`config.mk`:
```
export PLATFORM = sky130hd
export DESIGN_NAME = sram_arb_wb
export DESIGN_NICKNAME = d
export VERILOG_FILES = /design/src/rtl/sram_pkg.sv /design/src/rtl/sram_arb_mux.sv /design/src/rtl/sram_arb_wb.sv
export SDC_FILE = /design/constraint.sdc
export NUM_CORES = 1
export LEC_CHECK = 0
export BUFFER_PORTS_ARGS = -buffer_cell sky130_fd_sc_hd__buf_2
export CORE_AREA = 3 3 118 120
export CTS_BUF_LIST = sky130_fd_sc_hd__clkbuf_8 sky130_fd_sc_hd__clkbuf_16
export CTS_CLUSTER_SIZE = 10
export DETAILED_ROUTE_END_ITERATION = 10
export DIE_AREA = 0 0 121 123
export HOLD_SLACK_MARGIN = 0.1
export PLACE_DENSITY_LB_ADDON = 0.05
export SLEW_MARGIN = 20
export SYNTH_ARGS = -nofsm -noshare
export SYNTH_HDL_FRONTEND = slang
export SYNTH_SLANG_ARGS = --single-unit
```
`constraint.sdc`:
```
create_clock -name wb_clk_i -period 2.23 [get_ports wb_clk_i]
set_input_delay 0.5575 -clock wb_clk_i [delete_from_list [all_inputs] [get_ports wb_clk_i]]
set_output_delay 0.5575 -clock wb_clk_i [all_outputs]
set_load 0.05 [all_outputs]
```
`src/rtl/sram_pkg.sv`:
```
// Shared constants for the two-port SRAM Wishbone arbiter.
// State encoding, default burst limit and word-address width.
package sram_pkg;

  typedef enum logic [1:0] {
    ARB_IDLE   = 2'd0,
    ARB_G0     = 2'd1,
    ARB_G1     = 2'd2,
    ARB_SWITCH = 2'd3
  } arb_state_t;

  localparam int SRAM_MAX_BURST = 8;
  localparam int SRAM_AW        = 30;

  // Grant state for a port id (0 -> G0, 1 -> G1)
  function automatic arb_state_t gnt_state(input logic port);
    return port ? ARB_G1 : ARB_G0;
  endfunction

endpackage

```
`src/rtl/sram_arb_mux.sv`:
```
// Master-to-slave mux and ack steering for the SRAM arbiter.
// Purely combinational; gnt is one-hot or zero. With no grant every
// slave-side output is 0 and no ack reaches any master.
module sram_arb_mux
  import sram_pkg::*;
#(
  parameter int AW        = SRAM_AW,
  parameter int NUM_PORTS = 2
) (
  input  logic [NUM_PORTS-1:0]          gnt,
  input  logic [NUM_PORTS-1:0][AW-1:0]  m_adr,
  input  logic [NUM_PORTS-1:0][31:0]    m_dat,
  input  logic [NUM_PORTS-1:0][3:0]     m_sel,
  input  logic [NUM_PORTS-1:0]          m_we,
  input  logic [NUM_PORTS-1:0]          m_stb,
  input  logic [NUM_PORTS-1:0]          m_cyc,
  input  logic                          s_ack,
  output logic [NUM_PORTS-1:0]          m_ack,
  output logic [AW-1:0]                 s_adr,
  output logic [31:0]                   s_dat,
  output logic [3:0]                    s_sel,
  output logic                          s_we,
  output logic                          s_stb,
  output logic                          s_cyc
);

  // AND-OR select: one-hot grant means at most one term is live
  always_comb begin
    s_adr = '0;
    s_dat = '0;
    s_sel = '0;
    s_we  = 1'b0;
    s_stb = 1'b0;
    s_cyc = 1'b0;
    for (int i = 0; i < NUM_PORTS; i++) begin
      s_adr = s_adr | ({AW{gnt[i]}} & m_adr[i]);
      s_dat = s_dat | ({32{gnt[i]}} & m_dat[i]);
      s_sel = s_sel | ({4{gnt[i]}}  & m_sel[i]);
      s_we  = s_we  | (gnt[i] & m_we[i]);
      s_stb = s_stb | (gnt[i] & m_stb[i]);
      s_cyc = s_cyc | (gnt[i] & m_cyc[i]);
    end
  end

  // Ack only to the granted port, and only while its stb is up
  assign m_ack = gnt & m_stb & {NUM_PORTS{s_ack}};

endmodule

```
`src/rtl/sram_arb_wb.sv`:
```
// Two-port Wishbone classic arbiter in front of a single SRAM slave.
// Registered round-robin grant, burst limit forcing re-arbitration on an
// ack boundary, and one dead cycle (SWITCH) between owners.
// Optional macro SRAM_ARB_PRIO_EN: port 0 gets fixed priority and only
// port 1 is subject to the burst limit.
module sram_arb_wb
  import sram_pkg::*;
#(
  parameter int MAX_BURST = SRAM_MAX_BURST,  // 1..255
  parameter int AW        = SRAM_AW
) (
  input  logic          wb_clk_i,
  input  logic          wb_rst_ni,
  input  logic [AW-1:0] m0_adr_i,
  input  logic [AW-1:0] m1_adr_i,
  input  logic [31:0]   m0_dat_i,
  input  logic [31:0]   m1_dat_i,
  output logic [31:0]   m0_dat_o,
  output logic [31:0]   m1_dat_o,
  input  logic [3:0]    m0_sel_i,
  input  logic [3:0]    m1_sel_i,
  input  logic          m0_we_i,
  input  logic          m1_we_i,
  input  logic          m0_stb_i,
  input  logic          m1_stb_i,
  input  logic          m0_cyc_i,
  input  logic          m1_cyc_i,
  output logic          m0_ack_o,
  output logic          m1_ack_o,
  output logic [AW-1:0] s_adr_o,
  output logic [31:0]   s_dat_o,
  input  logic [31:0]   s_dat_i,
  output logic [3:0]    s_sel_o,
  output logic          s_we_o,
  output logic          s_stb_o,
  output logic          s_cyc_o,
  input  logic          s_ack_i,
  output logic [1:0]    gnt_o
);

  arb_state_t state, state_nxt;
  logic       last, last_nxt;       // port id served most recently
  logic [7:0] cnt, cnt_nxt;         // contested acks in current grant
  logic [1:0] req, gnt, ack;
  logic       own, own_cyc, oth_req, lim_en, burst_hit, expire;
  logic       pick_first, pick_second;
  logic       pick_port, pick_any;

  assign req = {m1_cyc_i & m1_stb_i, m0_cyc_i & m0_stb_i};

  // Current owner id; meaningful only in G0/G1
  assign own     = (state == ARB_G1);
  assign own_cyc = own ? m1_cyc_i : m0_cyc_i;
  assign oth_req = own ? req[0] : req[1];

`ifdef SRAM_ARB_PRIO_EN
  // Port 0 is never preempted; port 1 yields after MAX_BURST acks
  assign lim_en      = own;
  assign pick_first  = 1'b0;
`else
  assign lim_en      = 1'b1;
  assign pick_first  = ~last;
`endif
  assign pick_second = ~pick_first;

  // Preferred port first, otherwise the other one; used in IDLE and SWITCH
  assign pick_port = req[pick_first] ? pick_first : pick_second;
  assign pick_any  = |req;

  // ack only ever carries the granted port's forwarded ack
  assign burst_hit = (|ack) & oth_req & lim_en;
  assign expire    = burst_hit & (cnt == 8'(MAX_BURST - 1));

  // State, last-served and burst counter registers
  always_ff @(posedge wb_clk_i) begin
    if (!wb_rst_ni) begin
      state <= ARB_IDLE;
      last  <= 1'b1;
      cnt   <= '0;
    end else begin
      state <= state_nxt;
      last  <= last_nxt;
      cnt   <= cnt_nxt;
    end
  end

  // Next-state: arbitration in IDLE/SWITCH, exit detection in G0/G1
  always_comb begin
    state_nxt = state;
    last_nxt  = last;
    cnt_nxt   = cnt;
    unique case (state)
      ARB_IDLE, ARB_SWITCH: begin
        state_nxt = pick_any ? gnt_state(pick_port) : ARB_IDLE;
      end
      ARB_G0, ARB_G1: begin
        // cyc drop and burst expiry in the same cycle form one exit
        if (!own_cyc || expire) begin
          state_nxt = ARB_SWITCH;
          last_nxt  = own;
          cnt_nxt   = '0;
        end else if (burst_hit) begin
          cnt_nxt = cnt + 8'd1;
        end
      end
      default: state_nxt = ARB_IDLE;
    endcase
  end

  // Outputs: one-hot grant decoded from state
  always_comb begin
    gnt = {state == ARB_G1, state == ARB_G0};
  end

  assign gnt_o = gnt;

  sram_arb_mux #(.AW(AW), .NUM_PORTS(2)) u_mux (
    .gnt   (gnt),
    .m_adr ({m1_adr_i, m0_adr_i}),
    .m_dat ({m1_dat_i, m0_dat_i}),
    .m_sel ({m1_sel_i, m0_sel_i}),
    .m_we  ({m1_we_i,  m0_we_i}),
    .m_stb ({m1_stb_i, m0_stb_i}),
    .m_cyc ({m1_cyc_i, m0_cyc_i}),
    .s_ack (s_ack_i),
    .m_ack (ack),
    .s_adr (s_adr_o),
    .s_dat (s_dat_o),
    .s_sel (s_sel_o),
    .s_we  (s_we_o),
    .s_stb (s_stb_o),
    .s_cyc (s_cyc_o)
  );

  // Read data fans out to both masters; only the acked one samples it
  assign m0_dat_o = s_dat_i;
  assign m1_dat_o = s_dat_i;
  assign m0_ack_o = ack[0];
  assign m1_ack_o = ack[1];

endmodule
```
# == Yosys cells after proc, flatten, opt, wreduce, memory -nomap -nowiden ==
# Cells that the tools add are included.
# Widths: inputs -> output; s select.
# op_classes
addsub,1
order_cmp,1
eq_ne,5
mux,11
bitwise,25
n_reduce_logical,10
# ops
operator,n
$and 32x32->32,2
$and 30x30->30,2
$or 32x32->32,1
$or 30x30->30,1
$mux 8,2
$and 1x1->1,10
$add 8x1->8 const B,1
$and 4x4->4,2
$eq 8x3->1 const B,1
$reduce_or 2->1,4
$mux 2,3
$mux 1,5
$and 2x2->2,2
$eq 2x2->1 const B,2
$or 4x4->4,1
$pmux 2 s2,1
$reduce_and 2->1,2
$or 1x1->1,3
$eq 2x1->1 const B,1
$logic_not 2->1,1
$lt 1x2->1 const B,1
$ne 2x2->1 const B,1
$reduce_bool 2->1,1
$logic_not 1->1,1
2 further kinds,2
# totals
regBits,11
input_bits,173
out_inout_bits,137
word_cells,56

# == Depth between registers and ports, before layout ==
# depth
ltp_word,9
mapped_depth,8
ltp_nobuf,7

# == Cells and area by module ==
# From an unflattened synthesis, not the netlist that was laid out.
# hier_totals
hier_cells,220
area_unflattened_um2,1920.6
# by_module_without_submodules
module,n_inst,cells_each,area_each_um2,seq_area_each_um2
sram_arb_wb,1,133,1127.3,220.2
sram_arb_mux,1,87,793.3,0.0

# == Worst setup path before layout ==
# No wires, ideal clock.
# synth_timing
path_kind,flip-flop to flip-flop
from,register state[1]
to,register cnt[6]
setup_time_ps,70
t_arrival_ps,2631
t_required_ps,2160
setup_slack_ps,-471
path_stages_with_launch,9
n_path_buf,1
synth_period_minus_slack_ps,2701
cell_sequence,dfxtp_1 -> inv_1 -> ha_1 -> clkbuf_1 -> a22o_1 -> o211ai_2 -> a21o_1 -> or4_1 -> a21oi_1
# synth_via
elab_chain_cells,9
elab_cells_between_ends,15
cone_classes,eq/ne (2); mux (3); bitwise (4); reduce/logical (6)
# synth_rtl
item,line,source
"start, declared",sram_arb_wb.sv:41,"arb_state_t state, state_nxt;"
"start signal, assigned",sram_arb_wb.sv:81,state <= state_nxt;
$eq 2x1->1 *,sram_arb_wb.sv:112,"gnt = {state == ARB_G1, state == ARB_G0};"
via gnt_o[0],sram_arb_wb.sv:38,output logic [1:0] gnt_o
$and 2x2->2 (2 in series),sram_arb_mux.sv:46,assign m_ack = gnt & m_stb & {NUM_PORTS{s_ack}};
$reduce_or 2->1,sram_arb_wb.sv:71,assign burst_hit = (|ack) & oth_req & lim_en;
$and 1x1->1,sram_arb_wb.sv:71,
$and 1x1->1,sram_arb_wb.sv:72,assign expire = burst_hit & (cnt == 8'(MAX_BURST - 1));
$logic_or 1x1->1,sram_arb_wb.sv:98,if (!own_cyc || expire) begin
$reduce_bool 2->1 (no source line),--,
$reduce_and 2->1 (no source line),--,
"end signal, assigned",sram_arb_wb.sv:83,cnt <= cnt_nxt;
"end, declared",sram_arb_wb.sv:43,"logic [7:0] cnt, cnt_nxt;"
# Mark *: on every way through the listed nets, which the timed path passes. The rest lies on a longest branch.
# A chain may end at the register's enable or synchronous reset.

# == Worst setup path in the final report ==
# layout_timing
from,register state[0]
to,output port s_dat_o[30]
# layout_via
elab_chain_cells,3
elab_cells_between_ends,5
cone_classes,eq/ne (2); bitwise (3)
# layout_rtl
item,line,source
$eq 2x1->1 / $eq 2x2->1 (equally long branches),sram_arb_wb.sv:112,
$and 32x32->32,sram_arb_mux.sv:37,s_dat = s_dat | ({32{gnt[i]}} & m_dat[i]);
$or 32x32->32 *,sram_arb_mux.sv:37,
"end, declared",sram_arb_wb.sv:31,"output logic [31:0] s_dat_o,"
# Mark *: on every way between the ends. The rest lies on a longest branch, timed or not.

==> reports/results.md <==
| Parameter | Reported |
| --- | --- |
| Type of element capturing the critical path | output pin |
| Clock slew at reported path FFs | 0.04 ns |
| Worst flop-to-flop path startpoint | cnt[5]$_SDFFE_PN0P_ |
| Fraction of synthesized area in multiplexers | 0.6298% |
| Wire length per cell | 19.63 um |
| Prevailing post-synth register cell | sky130_fd_sc_hd__dfxtp_1 |
| CTS Buffer Depth | 2 |
| Peak clock frequency supported by timing | 463.0 MHz |
| Max capacitance violation total | 0 |
| Dpl ws | 0.2339 ns |
| Crit path DAT | 1.60 ns |
| Antenna diodes | 0 |
| Simple-Gate Fraction of Synth Area | 8.537% |
| Synthesized net count | 397 |
| Post-synth cell types | 34 |
| Worst Skew | 0.003672 ns |
| Initial antenna violation count | 0 |
| Die Span Y | 123 um |
| Reg power frac | 5.0% |
| Vias | 2233 |
| Share of the yosys chip area belonging to registers | 12.32% |
| Port bufs | 213 |
| Area of the core region | 13090 um^2 |
| Number of max-slew violations in the final report | 0 |
| CTS sink cnt | 11 |
| Worst min-delay path category | register to register |
| Fin crit share | 96.85% |
| Fill cell count | 1449 |
| Post-layout minimum cycle time | 2.160 ns |
| Worst VDD drop | 0.6124 mV |
| Site row count | 42 |
| Post-synthesis average cell area | 8.090 um^2 |
| Power share of the combinational group | 89.1% |
| Post-synth top area share | 33.80% |
| Number of DRC violations after detailed-routing iteration 0 | 63 |
| Setup repair after global routing missed its margin | false |
| Fraction of final layout cells sized beyond drive strength 1 | 80.82% |
| Iteration count of the initial detailed-routing pass | 4 |
| Overall track demand over capacity in global routing | 12.09% |
| XOR/XNOR share of the synthesized area | 2.449% |
| Fraction of power spent switching nets | 60.88% |
| Proportion of register bits with asynchronous set or reset after synthesis | 0% |
| Cell type with the largest total area after synthesis | sky130_fd_sc_hd__a22o_1 |
| Total number of nets in the final design | 542 |
| Grt total ovfl | 0 |
| Die area | 14880 um^2 |
| Post-Route Utilization | 23.90% |
| Placer Congestion | 0.7492 |
| Post-route ant nets | 0 |
| Most common cell in the synthesized netlist | sky130_fd_sc_hd__a22o_1 |
| Clock power share | 5.9% |
| FF/Latch Area | 221.5 um^2 |
| DR DRC count | 0 |
| Transition at the pin with the smallest max-transition slack | 0.3814 ns |
| Startpoint type of the worst setup path | register |
| Worst setup startpoint | state[0]$_SDFFE_PN0P_ |
| Static Leak | 1.657 nW |
| Half-perimeter wire length after placement | 8674 um |
| Number of warnings printed during yosys synthesis | 0 |
| Startpoint of the lowest-slack hold path | cnt[6]$_SDFFE_PN0P_ |
| Endpoints failing setup | 0 |
| Data required time of the worst path | 1.67 ns |
| Vias in the first global route | 2162 |
| Synth Cell Area | 1788 um^2 |
| Dominant combinational cell family by area after synthesis | compound AO/OA/AOI/OAI gates |
| Endpoints failing hold | 0 |
| Post-Synth Adder-Cell Area | 2.099% |
| Average via count per standard cell | 4.128 |
| Setup crit end | s_dat_o[30] |
| Number of setup buffers added after CTS | 0 |
| Wirelength, routed | 10620 um |
| Top-Level Pins | 310 |
| Power Dens Cells | 1717 nW/um^2 |
| Clock latency at the later pin of the worst-skew pair | 0.24 ns |
| Starting density of the core | 13.66% |
| P_sw | 3.268 mW |
| Critical Setup Path Class | register to output pin |
| Largest fanout of any net on the critical path | 24 |
| FF-to-FF setup slack | 0.33 ns |
| Clock buffer count from CTS | 3 |
| Count of mapped cells out of synthesis | 221 |
| Fin Hold WS | 0.4877 ns |
| Pin count of the biggest net entering global routing | 60 |
| Status | complete, no violations |
| Clock tree root driver cell | sky130_fd_sc_hd__clkbuf_16 |
| Footprint of the multi-input gates | 1174 um^2 |
| Area delta synth->final | 74.88% |
| Dominant cells by area after synthesis | sky130_fd_sc_hd__a22o_1 (34%), sky130_fd_sc_hd__buf_4 (27%), sky130_fd_sc_hd__dfxtp_1 (12%), sky130_fd_sc_hd__clkbuf_1 (2.7%), sky130_fd_sc_hd__ha_1 (2.1%) |
| Wire length of the first global-routing pass | 13820 um |
| Post-synthesis sequential element count | 11 |
| Post-synthesis compound-gate area fraction | 42.13% |
| TritonCTS clock tree | yes |
| Max-Slew Margin vs Limit | 74.31% |
| Maximum level of the CTS H-tree | 1 |
| EDFF count, synth | 0 |
| Number of cells traversed by the worst register-to-register path | 5 |
| Width of the chip | 121 um |
| Worst reg2reg endpoint | cnt[7]$_SDFFE_PN0P_ |
| Internal Dissipation | 2.100 mW |
| Worst setup margin | 0.07032 ns |
| Top cell types by occurrence after synthesis | sky130_fd_sc_hd__a22o_1 (69), sky130_fd_sc_hd__buf_4 (65), sky130_fd_sc_hd__clkbuf_1 (13) |
-- critical path, stage by stage (launching register included) --
cell and delay [ns]:
sky130_fd_sc_hd__dfxtp_1 0.36, sky130_fd_sc_hd__inv_1 0.09, sky130_fd_sc_hd__ha_4 0.21, sky130_fd_sc_hd__clkbuf_16 0.21, sky130_fd_sc_hd__a22o_2 0.32, sky130_fd_sc_hd__buf_12 0.17
-- power groups by stage --
| stage | Clock [mW] | Combinational [mW] | Sequential (mW) |
|---|---|---|---|
| 2_1_floorplan | 0 | 3.56 | 0.258 |
| 3_3_place_gp | 0 | 4.67 | 0.269 |
| 3_5_place_dp | 0 | 4.64 | 0.267 |
| 4_1_cts | 0.326 | 4.69 | 0.264 |
| 5_1_grt | 0.340 | 5.02 | 0.272 |
| 6_report | 0.318 | 4.78 | 0.269 |
-- sequential cells by signal, summed over array words and instances, names as in the netlist --
register  cells
state         2
last          1
cnt           8
-- logic make-up after synthesis --
kind of cell    count (synthesis)
simple gates                   27
fa+ha+maj                       3
compound gates                 88
xor+xnor                        5
flops                          11
buf+inv                        86
mux                             1
-- stage by stage --
step	TNS (ns)	total power, mW	instances	instance area (um^2)
floorplan	-0.002766	3.818	221	1956
global placement	0	4.936	535	2973
detailed placement	0	4.908	535	2973
CTS	-0.01239	5.277	539	3062
global route	0	5.627	541	3127
finish	0	5.368	541	3127
-- worst min-delay path by stage --
stage / end / depth (start not counted)
after floorplan: cnt[6]$_SDFFE_PN0P_ / 2
after global routing: cnt[1]$_SDFFE_PN0P_ / 2
final: cnt[6]$_SDFFE_PN0P_ / 2
after CTS: cnt[6]$_SDFFE_PN0P_ / 2
after global placement: cnt[6]$_SDFFE_PN0P_ / 2
after detailed placement: cnt[6]$_SDFFE_PN0P_ / 2
-- placed cells by master, fill, tap and decap left out, types with 2 or more instances in the layout --
cell type and n:
sky130_fd_sc_hd__inv_1 5, sky130_fd_sc_hd__buf_2 195, sky130_fd_sc_hd__dfxtp_1 10, sky130_fd_sc_hd__nor2_1 5
sky130_fd_sc_hd__xnor2_1 4, sky130_fd_sc_hd__buf_12 16, sky130_fd_sc_hd__buf_4 8, sky130_fd_sc_hd__a21oi_1 3
sky130_fd_sc_hd__and3_1 4, sky130_fd_sc_hd__nand3_1 5, sky130_fd_sc_hd__a22o_2 50, sky130_fd_sc_hd__a22o_1 8
sky130_fd_sc_hd__clkbuf_16 5, sky130_fd_sc_hd__nand2_1 4, sky130_fd_sc_hd__a22o_4 11, sky130_fd_sc_hd__a211oi_1 3
sky130_fd_sc_hd__or4_1 2, sky130_fd_sc_hd__o311a_1 2, sky130_fd_sc_hd__o21ai_0 3
-- final cells by class --
cell class | instances | share of cell area (%)
multi-input combinational | 124 | 37.54
inverter | 4 | 0.4802
clock inverter | 1 | 0.1200
clock buffer | 3 | 2.401
timing repair buffer | 222 | 45.34
tap | 176 | 7.043
sequential | 11 | 7.083
-- metal layers --
layer  vias to the layer above  GRT usage, %  wire (um)
met2                       140         18.27       4790
met5                         -             0          0
met4                         0         1.275         34
met1                      1031         16.63       4533
li1                       1057             -          -
met3                         5         5.032       1263
-- what timing repair did --
item                       in CTS  in global routing
cloned                          0                  2
setup endpoints to repair       7                 64
gates resized for setup         4                  3
hold buffers                    0                  0
Note: power is estimated with default switching activity, not from simulation.
